### src/rtl/sdram_arbiter_pkg.sv
// Shared types for the SDRAM port arbiter: FSM state encoding and the priority requester index.
// Also holds the index-width helper so N=1 builds still get a 1-bit index.
package sdram_arbiter_pkg;

  typedef enum logic [1:0] {
    ARB_IDLE,
    ARB_ISSUE,
    ARB_READ
  } arb_state_t;

  localparam int ARB_PRIO_REQ = 0;

  function automatic int idx_w(input int n);
    return (n > 1) ? $clog2(n) : 1;
  endfunction

endpackage

### src/rtl/sdram_arbiter_rr_pick.sv
// Combinational round-robin search over requesters 1..N-1, starting at ptr_i; zero latency.
// No backpressure: found_o simply drops when nobody in 1..N-1 is eligible.
module arb_rr_pick import sdram_arbiter_pkg::*; #(
  parameter int N  = 3,
  parameter int IW = idx_w(N)
) (
  input  logic [N-1:0]  eligible_i,
  input  logic [IW-1:0] ptr_i,
  output logic [IW-1:0] idx_o,
  output logic          found_o
);

  logic [IW-1:0] cand;

  // Requester 0 is never part of the rotation, so offsets wrap N-1 -> 1.
  function automatic logic [IW-1:0] wrap(input logic [IW-1:0] p, input int k);
    int c;
    c = int'(p) + k;
    if (c > N - 1) c = c - (N - 1);
    return IW'(c);
  endfunction

  always_comb begin
    idx_o   = '0;
    found_o = 1'b0;
    cand    = '0;
    for (int k = 0; k < N - 1; k++) begin
      cand = wrap(ptr_i, k);
      if (!found_o && eligible_i[cand]) begin
        found_o = 1'b1;
        idx_o   = cand;
      end
    end
  end

endmodule

### src/rtl/sdram_arbiter.sv
// Shares one SDRAM controller port among N requesters; one-cycle grant decision, one transaction in flight.
// Requests wait (req held) until ack; the arbiter stalls indefinitely on a controller that never acks.
module sdram_arbiter import sdram_arbiter_pkg::*; #(
  parameter int N       = 3,
  parameter int AW      = 24,
  parameter int DW      = 16,
  parameter int MAXWAIT = 4
) (
  input  logic                  clk,
  input  logic                  reset,
  input  logic [N-1:0]          req,
  input  logic [N-1:0]          we,
  input  logic [N-1:0][AW-1:0]  addr,
  input  logic [N-1:0][DW-1:0]  wdata,
  output logic [N-1:0]          ack,
  output logic [N-1:0]          rvalid,
  output logic [DW-1:0]         rdata,
  output logic                  busy,
  output logic                  mem_req,
  output logic                  mem_we,
  output logic [AW-1:0]         mem_addr,
  output logic [DW-1:0]         mem_wdata,
  input  logic                  mem_ack,
  input  logic                  mem_rvalid,
  input  logic [DW-1:0]         mem_rdata
);

  localparam int IW = idx_w(N);
  localparam int SW = idx_w(MAXWAIT + 1);

  arb_state_t     state_q, state_d;
  logic [IW-1:0]  grant_q, grant_d;
  logic [IW-1:0]  rr_q, rr_d;
  logic [SW-1:0]  starve_q, starve_d;
  logic           mem_req_q, mem_req_d;
  logic           mem_we_q, mem_we_d;
  logic [AW-1:0]  mem_addr_q, mem_addr_d;
  logic [DW-1:0]  mem_wdata_q, mem_wdata_d;
  logic [N-1:0]   ack_q, ack_d;
  logic [N-1:0]   rvalid_q, rvalid_d;
  logic [DW-1:0]  rdata_q, rdata_d;

  logic [N-1:0]   eligible;
  logic           others;
  logic           take0;
  logic [IW-1:0]  rr_idx;
  logic           rr_found;

  // A requester still sees its own ack this cycle; masking it avoids granting the same request twice.
  assign eligible = req & ~ack_q;
  assign others   = |(eligible & ~(N'(1) << ARB_PRIO_REQ));
  assign take0    = eligible[ARB_PRIO_REQ] && ((starve_q < SW'(MAXWAIT)) || !others);

  arb_rr_pick #(.N(N), .IW(IW)) u_rr_pick (
    .eligible_i (eligible),
    .ptr_i      (rr_q),
    .idx_o      (rr_idx),
    .found_o    (rr_found)
  );

  always_comb begin
    state_d     = state_q;
    grant_d     = grant_q;
    rr_d        = rr_q;
    starve_d    = starve_q;
    mem_req_d   = mem_req_q;
    mem_we_d    = mem_we_q;
    mem_addr_d  = mem_addr_q;
    mem_wdata_d = mem_wdata_q;
    rdata_d     = rdata_q;
    ack_d       = '0;
    rvalid_d    = '0;
    unique case (state_q)
      ARB_IDLE: begin
        if (take0 || rr_found) begin
          grant_d     = take0 ? IW'(ARB_PRIO_REQ) : rr_idx;
          mem_req_d   = 1'b1;
          mem_we_d    = we[grant_d];
          mem_addr_d  = addr[grant_d];
          mem_wdata_d = wdata[grant_d];
          state_d     = ARB_ISSUE;
          if (take0) begin
            // take0 with others pending implies starve_q < MAXWAIT, so this saturates on its own.
            if (others) starve_d = starve_q + SW'(1);
          end else begin
            starve_d = '0;
            rr_d     = (rr_idx == IW'(N - 1)) ? IW'(1) : rr_idx + IW'(1);
          end
        end
      end
      ARB_ISSUE: begin
        if (mem_ack) begin
          mem_req_d = 1'b0;
          ack_d     = N'(1) << grant_q;
          state_d   = mem_we_q ? ARB_IDLE : ARB_READ;
        end
      end
      ARB_READ: begin
        if (mem_rvalid) begin
          rdata_d  = mem_rdata;
          rvalid_d = N'(1) << grant_q;
          state_d  = ARB_IDLE;
        end
      end
      default: state_d = ARB_IDLE;
    endcase
  end

  always_ff @(posedge clk or posedge reset) begin
    if (reset) begin
      state_q     <= ARB_IDLE;
      grant_q     <= '0;
      rr_q        <= IW'(1);
      starve_q    <= '0;
      mem_req_q   <= 1'b0;
      mem_we_q    <= 1'b0;
      mem_addr_q  <= '0;
      mem_wdata_q <= '0;
      ack_q       <= '0;
      rvalid_q    <= '0;
      rdata_q     <= '0;
    end else begin
      state_q     <= state_d;
      grant_q     <= grant_d;
      rr_q        <= rr_d;
      starve_q    <= starve_d;
      mem_req_q   <= mem_req_d;
      mem_we_q    <= mem_we_d;
      mem_addr_q  <= mem_addr_d;
      mem_wdata_q <= mem_wdata_d;
      ack_q       <= ack_d;
      rvalid_q    <= rvalid_d;
      rdata_q     <= rdata_d;
    end
  end

  assign ack       = ack_q;
  assign rvalid    = rvalid_q;
  assign rdata     = rdata_q;
  assign busy      = (state_q != ARB_IDLE);
  assign mem_req   = mem_req_q;
  assign mem_we    = mem_we_q;
  assign mem_addr  = mem_addr_q;
  assign mem_wdata = mem_wdata_q;

endmodule
### config.mk
export PLATFORM = sky130hd
export DESIGN_NAME = sdram_arbiter
export DESIGN_NICKNAME = d
export VERILOG_FILES = /design/src/rtl/sdram_arbiter_pkg.sv /design/src/rtl/sdram_arbiter_rr_pick.sv /design/src/rtl/sdram_arbiter.sv
export SDC_FILE = /design/constraint.sdc
export NUM_CORES = 1
export LEC_CHECK = 0
export CAP_MARGIN = 15
export CORE_ASPECT_RATIO = 1.75
export CORE_MARGIN = 8
export CORE_UTILIZATION = 38
export CTS_CLUSTER_SIZE = 25
export DETAILED_ROUTE_END_ITERATION = 8
export GPL_ROUTABILITY_DRIVEN = 1
export HOLD_SLACK_MARGIN = 0.03
export PLACE_DENSITY = 0.89
export SYNTH_ARGS = -nofsm -noshare
export SYNTH_HDL_FRONTEND = slang
export SYNTH_SLANG_ARGS = --single-unit
### constraint.sdc
create_clock -name clk -period 2.3 [get_ports clk]
set_input_delay 0.23 -clock clk [delete_from_list [all_inputs] [get_ports clk]]
set_output_delay 0.23 -clock clk [all_outputs]
set_load 0.02 [all_outputs]
== Yosys cells after proc, flatten, opt, wreduce, memory -nomap -nowiden ==
Index checks and enable logic that the tools add are counted.

* Bits of input ports: 146
* Output and inout bits: 65
* Flip-flop bits (word level): 73
* Word-level logic and storage cells: 81

* Muxes and demuxes: 32
* $lt $le $gt $ge: 6
* $add $sub $neg: 5
* Shift operators: 1
* Eq/ne operators: 7
* Bitwise operators: 3
* Reduce and logical (&&, ||, !) cells: 16

{| class="wikitable"
|+ Operators with widths
! operator !! count
|-
| 24-bit binary-select mux with 2-bit select || 1
|-
| 16-bit binary-select mux with 2-bit select || 1
|-
| 24-bit two-way mux || 1
|-
| 2-bit two-way mux || 10
|-
| 3-bit two-way mux || 6
|-
| 16-bit two-way mux || 1
|-
| 3-bit AND reduction || 4
|-
| 2-bit by 3-bit less-than comparator with 1-bit output, second input constant || 3
|-
| 2-bit != test, second input constant || 4
|-
| 1-bit two-way mux || 7
|-
| 1-bit binary-select mux with 2-bit select || 3
|-
| 2-bit one-hot mux with 3 select lines || 1
|-
| 2-bit equality test, second input constant || 2
|-
| 2-bit AND reduction || 2
|-
| 2-bit nonzero test || 2
|-
| 2-bit subtractor, second input constant || 2
|-
| 2-bit by 1-bit adder with 3-bit output, second input constant || 1
|-
| 3-bit by 1-bit adder with 3-bit output, second input constant || 1
|-
| 3-bit AND || 1
|-
| 3-bit by 2-bit greater-than comparator with 1-bit output, second input constant || 1
|-
| 3-bit less-than comparator, second input constant || 1
|-
| 3-bit NOT || 1
|-
| 1-bit by 2-bit << shifter with 3-bit output, first input constant || 1
|-
| 2-bit by 1-bit adder with 2-bit output, second input constant || 1
|-
| 9 further kinds || 12
|}

== Logic depth before layout (Yosys ltp) ==
* Depth in word-level cells: 11
* Depth in mapped cells: 7
* Gate-level depth less buffers: 4

== Modules after synthesis ==
A second synthesis with hierarchy kept.

* Cell total of the unflattened synthesis: 293
* Area, all modules: 3719.8 µm²

{| class="wikitable"
|+ Modules (own cells, without submodules)
! module !! instances !! cells an instance !! sequential area each (µm²) !! area each (µm²)
|-
| sdram_arbiter || 1 || 286 || 1828.0 || 3671.0
|-
| arb_rr_pick || 1 || 7 || 0.0 || 48.8
|}

== Worst setup path after synthesis ==
OpenSTA, ideal clock, no wires.

* Path kind: reg-to-reg
* Start point: register ack_q[2], in the netlist ack[2]
* End point: register mem_addr_q[23], in the netlist mem_addr[23]
* Path buffers: 2
* Stages on the path, launching flop included: 7
* Library setup time: 0.129 ns
* Setup slack: 0.658 ns
* Period minus slack after synthesis: 1.642 ns
* Data arrival time: 1.513 ns
* Cell sequence: dfrtp_1 and2b_2 a221o_1 buf_2 buf_2 o22ai_1 o31ai_1

* Cells in the longest elaborated chain, start to end: 11
* Elaborated cells on any way between the ends: 21

{| class="wikitable"
|+ Ends and longest elaborated chain
! what !! RTL line !! RTL
|-
| start: declaration || sdram_arbiter.sv:39 || <nowiki>logic [N-1:0] ack_q, ack_d;</nowiki>
|-
| start signal: assignment || sdram_arbiter.sv:131 || <nowiki>ack_q <= ack_d;</nowiki>
|-
| 3-bit NOT * || sdram_arbiter.sv:50 || <nowiki>assign eligible = req & ~ack_q;</nowiki>
|-
| 3-bit AND * || sdram_arbiter.sv:50 ||
|-
| 1-bit binary-select mux with 2-bit select || sdram_arbiter_rr_pick.sv:29 || <nowiki>if (!found_o && eligible_i[cand]) begin</nowiki>
|-
| 1-bit two-way mux (not written as such) || sdram_arbiter_rr_pick.sv:29 ||
|-
| 1-bit two-way mux || sdram_arbiter_rr_pick.sv:29 ||
|-
| 1-bit logical NOT || sdram_arbiter_rr_pick.sv:29 ||
|-
| 1-bit logical AND || sdram_arbiter_rr_pick.sv:29 ||
|-
| 2-bit two-way mux || sdram_arbiter_rr_pick.sv:29 ||
|-
| 2-bit two-way mux || sdram_arbiter.sv:76 || <nowiki>grant_d = take0 ? IW'(ARB_PRIO_REQ) : rr_idx;</nowiki>
|-
| 24-bit binary-select mux with 2-bit select || sdram_arbiter.sv:79 || <nowiki>mem_addr_d = addr[grant_d];</nowiki>
|-
| 24-bit two-way mux (not written as such) || sdram_arbiter.sv:79 ||
|-
| end signal: assignment || sdram_arbiter.sv:129 || <nowiki>mem_addr_q <= mem_addr_d;</nowiki>
|-
| end: declaration || sdram_arbiter.sv:37 || <nowiki>logic [AW-1:0] mem_addr_q, mem_addr_d;</nowiki>
|}

Every way passes the cells marked *; elsewhere a longest branch is shown, timed or not. The select of a mux whose other input is x is not followed.
A chain may end at the register's enable or synchronous reset.

== Worst setup path after layout ==
* Start point: register state_q[0]
* End point: output busy

* Cells in the longest elaborated chain, start to end: 1

{| class="wikitable"
|+ Ends and longest elaborated chain
! what !! RTL line !! RTL
|-
| start: declaration || sdram_arbiter.sv:31 || <nowiki>arb_state_t state_q, state_d;</nowiki>
|-
| start signal: assignment || sdram_arbiter.sv:123 || <nowiki>state_q <= state_d;</nowiki>
|-
| 2-bit nonzero test || sdram_arbiter.sv:140 || <nowiki>assign busy = (state_q != ARB_IDLE);</nowiki>
|-
| end: declaration || sdram_arbiter.sv:18 || <nowiki>output logic busy,</nowiki>
|}

Every way passes these cells.

==> summary.md <==
| Metric | Value |
|---|---|
| Max-slew violation count | 0 |
| Post-route DRC violation count | 0 |
| Via total after detailed routing | 3855 |
| Starting utilization of the core area | 39.01% |
| Core outline area | 0.009094 mm2 |
| Share of the clock period used by the worst path | 87.60% |
| Pin count of the biggest net entering global routing | 47 |
| Post-synth top cells | 72 x sky130_fd_sc_hd__dfrtp_1, 45 x sky130_fd_sc_hd__o21ai_0, 42 x sky130_fd_sc_hd__a21oi_1 |
| Dpl ws | 0.1579 ns |
| Async set-or-reset flop fraction in the synthesized netlist | 100.0% |
| Final hold violation count | 0 |
| Reg-to-Reg Start | rr_q[0]$_DFFE_PP1P_ |
| Maximum ir drop on the vdd rail | 0.0007092 V |
| Leakage power total | 2.457 nW |
| Data required time at the worst endpoint | 2.07 ns |
| Most common flop cell mapped by yosys | sky130_fd_sc_hd__dfrtp_1 |
| Post-CTS Repair Setup Buffers | 0 |
| Fin Clk Skew | 0.007941 ns |
| Maximum fanout encountered on the critical timing path | 7 |
| Initial DRT Pass Iterations | 7 |
| # resized after CTS | 0 |
| Area Overhead vs Synth | 72.17% |
| Antenna Violating Nets Remaining | 0 |
| Hold-fix buffers at CTS | 0 |
| Clk sinks | 73 |
| Max-Slew Margin vs Limit | 60.91% |
| PD cells | 1270 mW/mm2 |
| Pin slew with the least headroom to its limit | 0.5854 ns |
| Port-buffer cells | 210 |
| Post-synth top area share | 50.79% |
| Number of buffers inserted during clock tree synthesis | 9 |
| Global-route wire length before repair | 21600 um |
| Unrepaired setup endpoints after global routing | no |
| Clock tree root driver cell | sky130_fd_sc_hd__clkbuf_16 |
| Die area | 0.01280 mm2 |
| Number of DRC markers in iteration 0 | 171 |
| HPWL Detailed | 11130 um |
| Final cell count without fillers | 675 |
| Post-Syn Area | 0.003547 mm2 |
| Worst reg2reg setup slack | 0.31 ns |
| Vertical extent of the die | 143.8 um |
| CTS tree | built |
| Routed vias/inst | 5.711 |
| Antenna violations before repair | 0 |
| Number of library cell types mapped by synthesis | 38 |
| Clk Latency, worst-skew pair | 0.33 ns |
| Cell count of the worst reg-to-reg path | 5 |
| Number of global-route vias before repair | 4284 |
| Number of nets at the end of the flow | 697 |
| Clock tree buffer depth | 2 |
| Synthesized Nets | 493 |
| Antenna fix cells | 0 |
| Placed insts | 659 |
| Routed wire length per instance | 21.34 um |
| Routed wire length | 14410 um |
| Fraction of layout instances using a drive strength above 1 | 10.63% |
| Highest attainable clock frequency | 0.4963 GHz |
| Reg-to-Reg End | mem_addr[20]$_DFFE_PP0P_ |
| Most common cell in the netlist | sky130_fd_sc_hd__dfrtp_1 |
| Startpoint kind of the worst setup timing path | flop |
| Overflow left after global routing | 0 |
| Synthesized area per cell | 10.25 um2 |
| Kind of end point of the critical path | output pin |
| Number of synthesized register bits | 73 |
| Dominant cells by area after synthesis | sky130_fd_sc_hd__dfrtp_1 51%, sky130_fd_sc_hd__o31ai_1 8.5%, sky130_fd_sc_hd__o22ai_1 6.9%, sky130_fd_sc_hd__o21ai_0 6.3%, sky130_fd_sc_hd__a21oi_1 5.9% |
| Final estimated routing congestion in global placement | 0.8817 |
| # rows | 46 |
| EDFF count, synth | 0 |
| Critical path data arrival time | 1.78 ns |
| Overall fraction of global-route tracks in use | 22.28% |
| Leading area contributor after synthesis | sky130_fd_sc_hd__dfrtp_1 |
| # setup viols final | 0 |
| Setup TNS | 0 ns |
| Time the worst path needs with I/O delays and setup | 2.015 ns |
| Warning count from the yosys run | 0 |
| Critical path type | reg2out |
| Number of fillers in the final layout | 719 |
| Cell count after synthesis | 346 |
| Width of the die | 89.04 um |
| Max_cap viols | 0 |
| Clock-pin slew of the registers on the worst-case setup and hold paths | 0.05 ns |
| Run status | complete, no violations |
| Final setup slack of the worst path | 0.2851 ns |
| Number of top-level design ports | 211 |
| Part of the Yosys area used for sequential elements | 51.53% |
| H-Tree Level Count | 3 |
| Hold Path Class | in2async |
| Final design utilization | 67.16% |
| Hold slack final | 0.2882 ns |
state kept, by name (all words and copies together) (netlist names), 3 cells and up:
signal,cells
mem_wdata,16
mem_addr,24
rvalid,3
starve_q,3
ack,3
rdata,16
per-layer routing:
layer	up-vias	global-route usage, %	wire length (um)	share of wire, %
met5	-	0	0	0
met4	0	14.46	778	5.4
met3	63	7.094	1402	9.7
met2	214	38.62	7513	52
met1	1854	21.84	4711	33
li1	1724	-	-	-
how the worst max path moves through the flow:
| stage | from | endpoint | slack [ns] | cells past startpoint |
|---|---|---|---|---|
| CTS | state_q[0]$_DFFE_PP0P_ | busy | 0.26 | 3 |
| global placement | req[2] | mem_addr[17]$_DFFE_PP0P_ | 0.30 | 6 |
| detailed placement | req[0] | mem_addr[20]$_DFFE_PP0P_ | 0.16 | 6 |
| finish | state_q[0]$_DFFE_PP0P_ | busy | 0.29 | 3 |
| floorplan | reset | ack[0]$_DFF_PP0_ | 0.22 | 1 |
| global route | state_q[0]$_DFFE_PP0P_ | busy | 0.23 | 3 |
through the flow:
stage / power, mW / cell area [um2]
after detailed placement: 6.428 / 5817
after global placement: 6.228 / 5817
after global routing: 8.187 / 6107
final: 7.757 / 6107
after floorplan: 4.436 / 3547
after CTS: 7.830 / 6107
cell type report:
| class | count | area [um2] | share of cell area (%) |
|---|---|---|---|
| flip-flops and latches | 73 | 1828 | 29.93 |
| clock inverters | 3 | 40.04 | 0.6556 |
| inverters | 8 | 30.03 | 0.4917 |
| multi-input cells | 231 | 1529 | 25.04 |
| well taps | 120 | 150.1 | 2.459 |
| repair buffers | 227 | 2280 | 37.33 |
| clock buffers | 13 | 250.2 | 4.098 |
critical path, stage by stage, from the launching register on:
cell,delay (ns)
sky130_fd_sc_hd__dfrtp_1,0.44
sky130_fd_sc_hd__nor2_1,0.32
sky130_fd_sc_hd__inv_1,0.12
sky130_fd_sc_hd__clkdlybuf4s50_1,0.58
cell families (layout without fill, tap and decap cells):
kind of cell,Yosys count,count (layout),share of synthesized area [%]
AO/OA/AOI/OAI,179,179,31.46
flip-flops,73,73,51.53
adder cells (fa/ha/maj),1,1,0.3527
buffers and inverters,42,251,5.432
AND/OR/NAND/NOR,32,32,5.256
multiplexers,19,19,5.961
report_power, final:
part / total, mW / switching [mW] / internal [mW]
logic: 4.15 / 2.22 / 1.93
clock network: 1.36 / 0.499 / 0.866
registers: 2.24 / 0.351 / 1.89
total: 7.76 / 3.06 / 4.69
layout by cell type (no fill, tap or decap), types with 2 or more instances in the layout:
cell / n
sky130_fd_sc_hd__o21ai_0: 45
sky130_fd_sc_hd__dfrtp_1: 72
sky130_fd_sc_hd__mux2_2: 17
sky130_fd_sc_hd__nand3b_1: 3
sky130_fd_sc_hd__nor3_1: 3
sky130_fd_sc_hd__buf_12: 4
sky130_fd_sc_hd__nand2_1: 5
sky130_fd_sc_hd__clkbuf_1: 3
sky130_fd_sc_hd__o31ai_1: 40
sky130_fd_sc_hd__nand2b_1: 4
sky130_fd_sc_hd__buf_4: 13
sky130_fd_sc_hd__a21oi_1: 42
sky130_fd_sc_hd__mux2i_1: 2
sky130_fd_sc_hd__clkdlybuf4s50_1: 210
sky130_fd_sc_hd__nor2b_1: 2
sky130_fd_sc_hd__nor2_1: 8
sky130_fd_sc_hd__o22ai_1: 39
sky130_fd_sc_hd__clkinv_2: 2
sky130_fd_sc_hd__clkbuf_16: 9
sky130_fd_sc_hd__a21o_1: 2
sky130_fd_sc_hd__inv_1: 7
(Power assumes the default switching activity.)
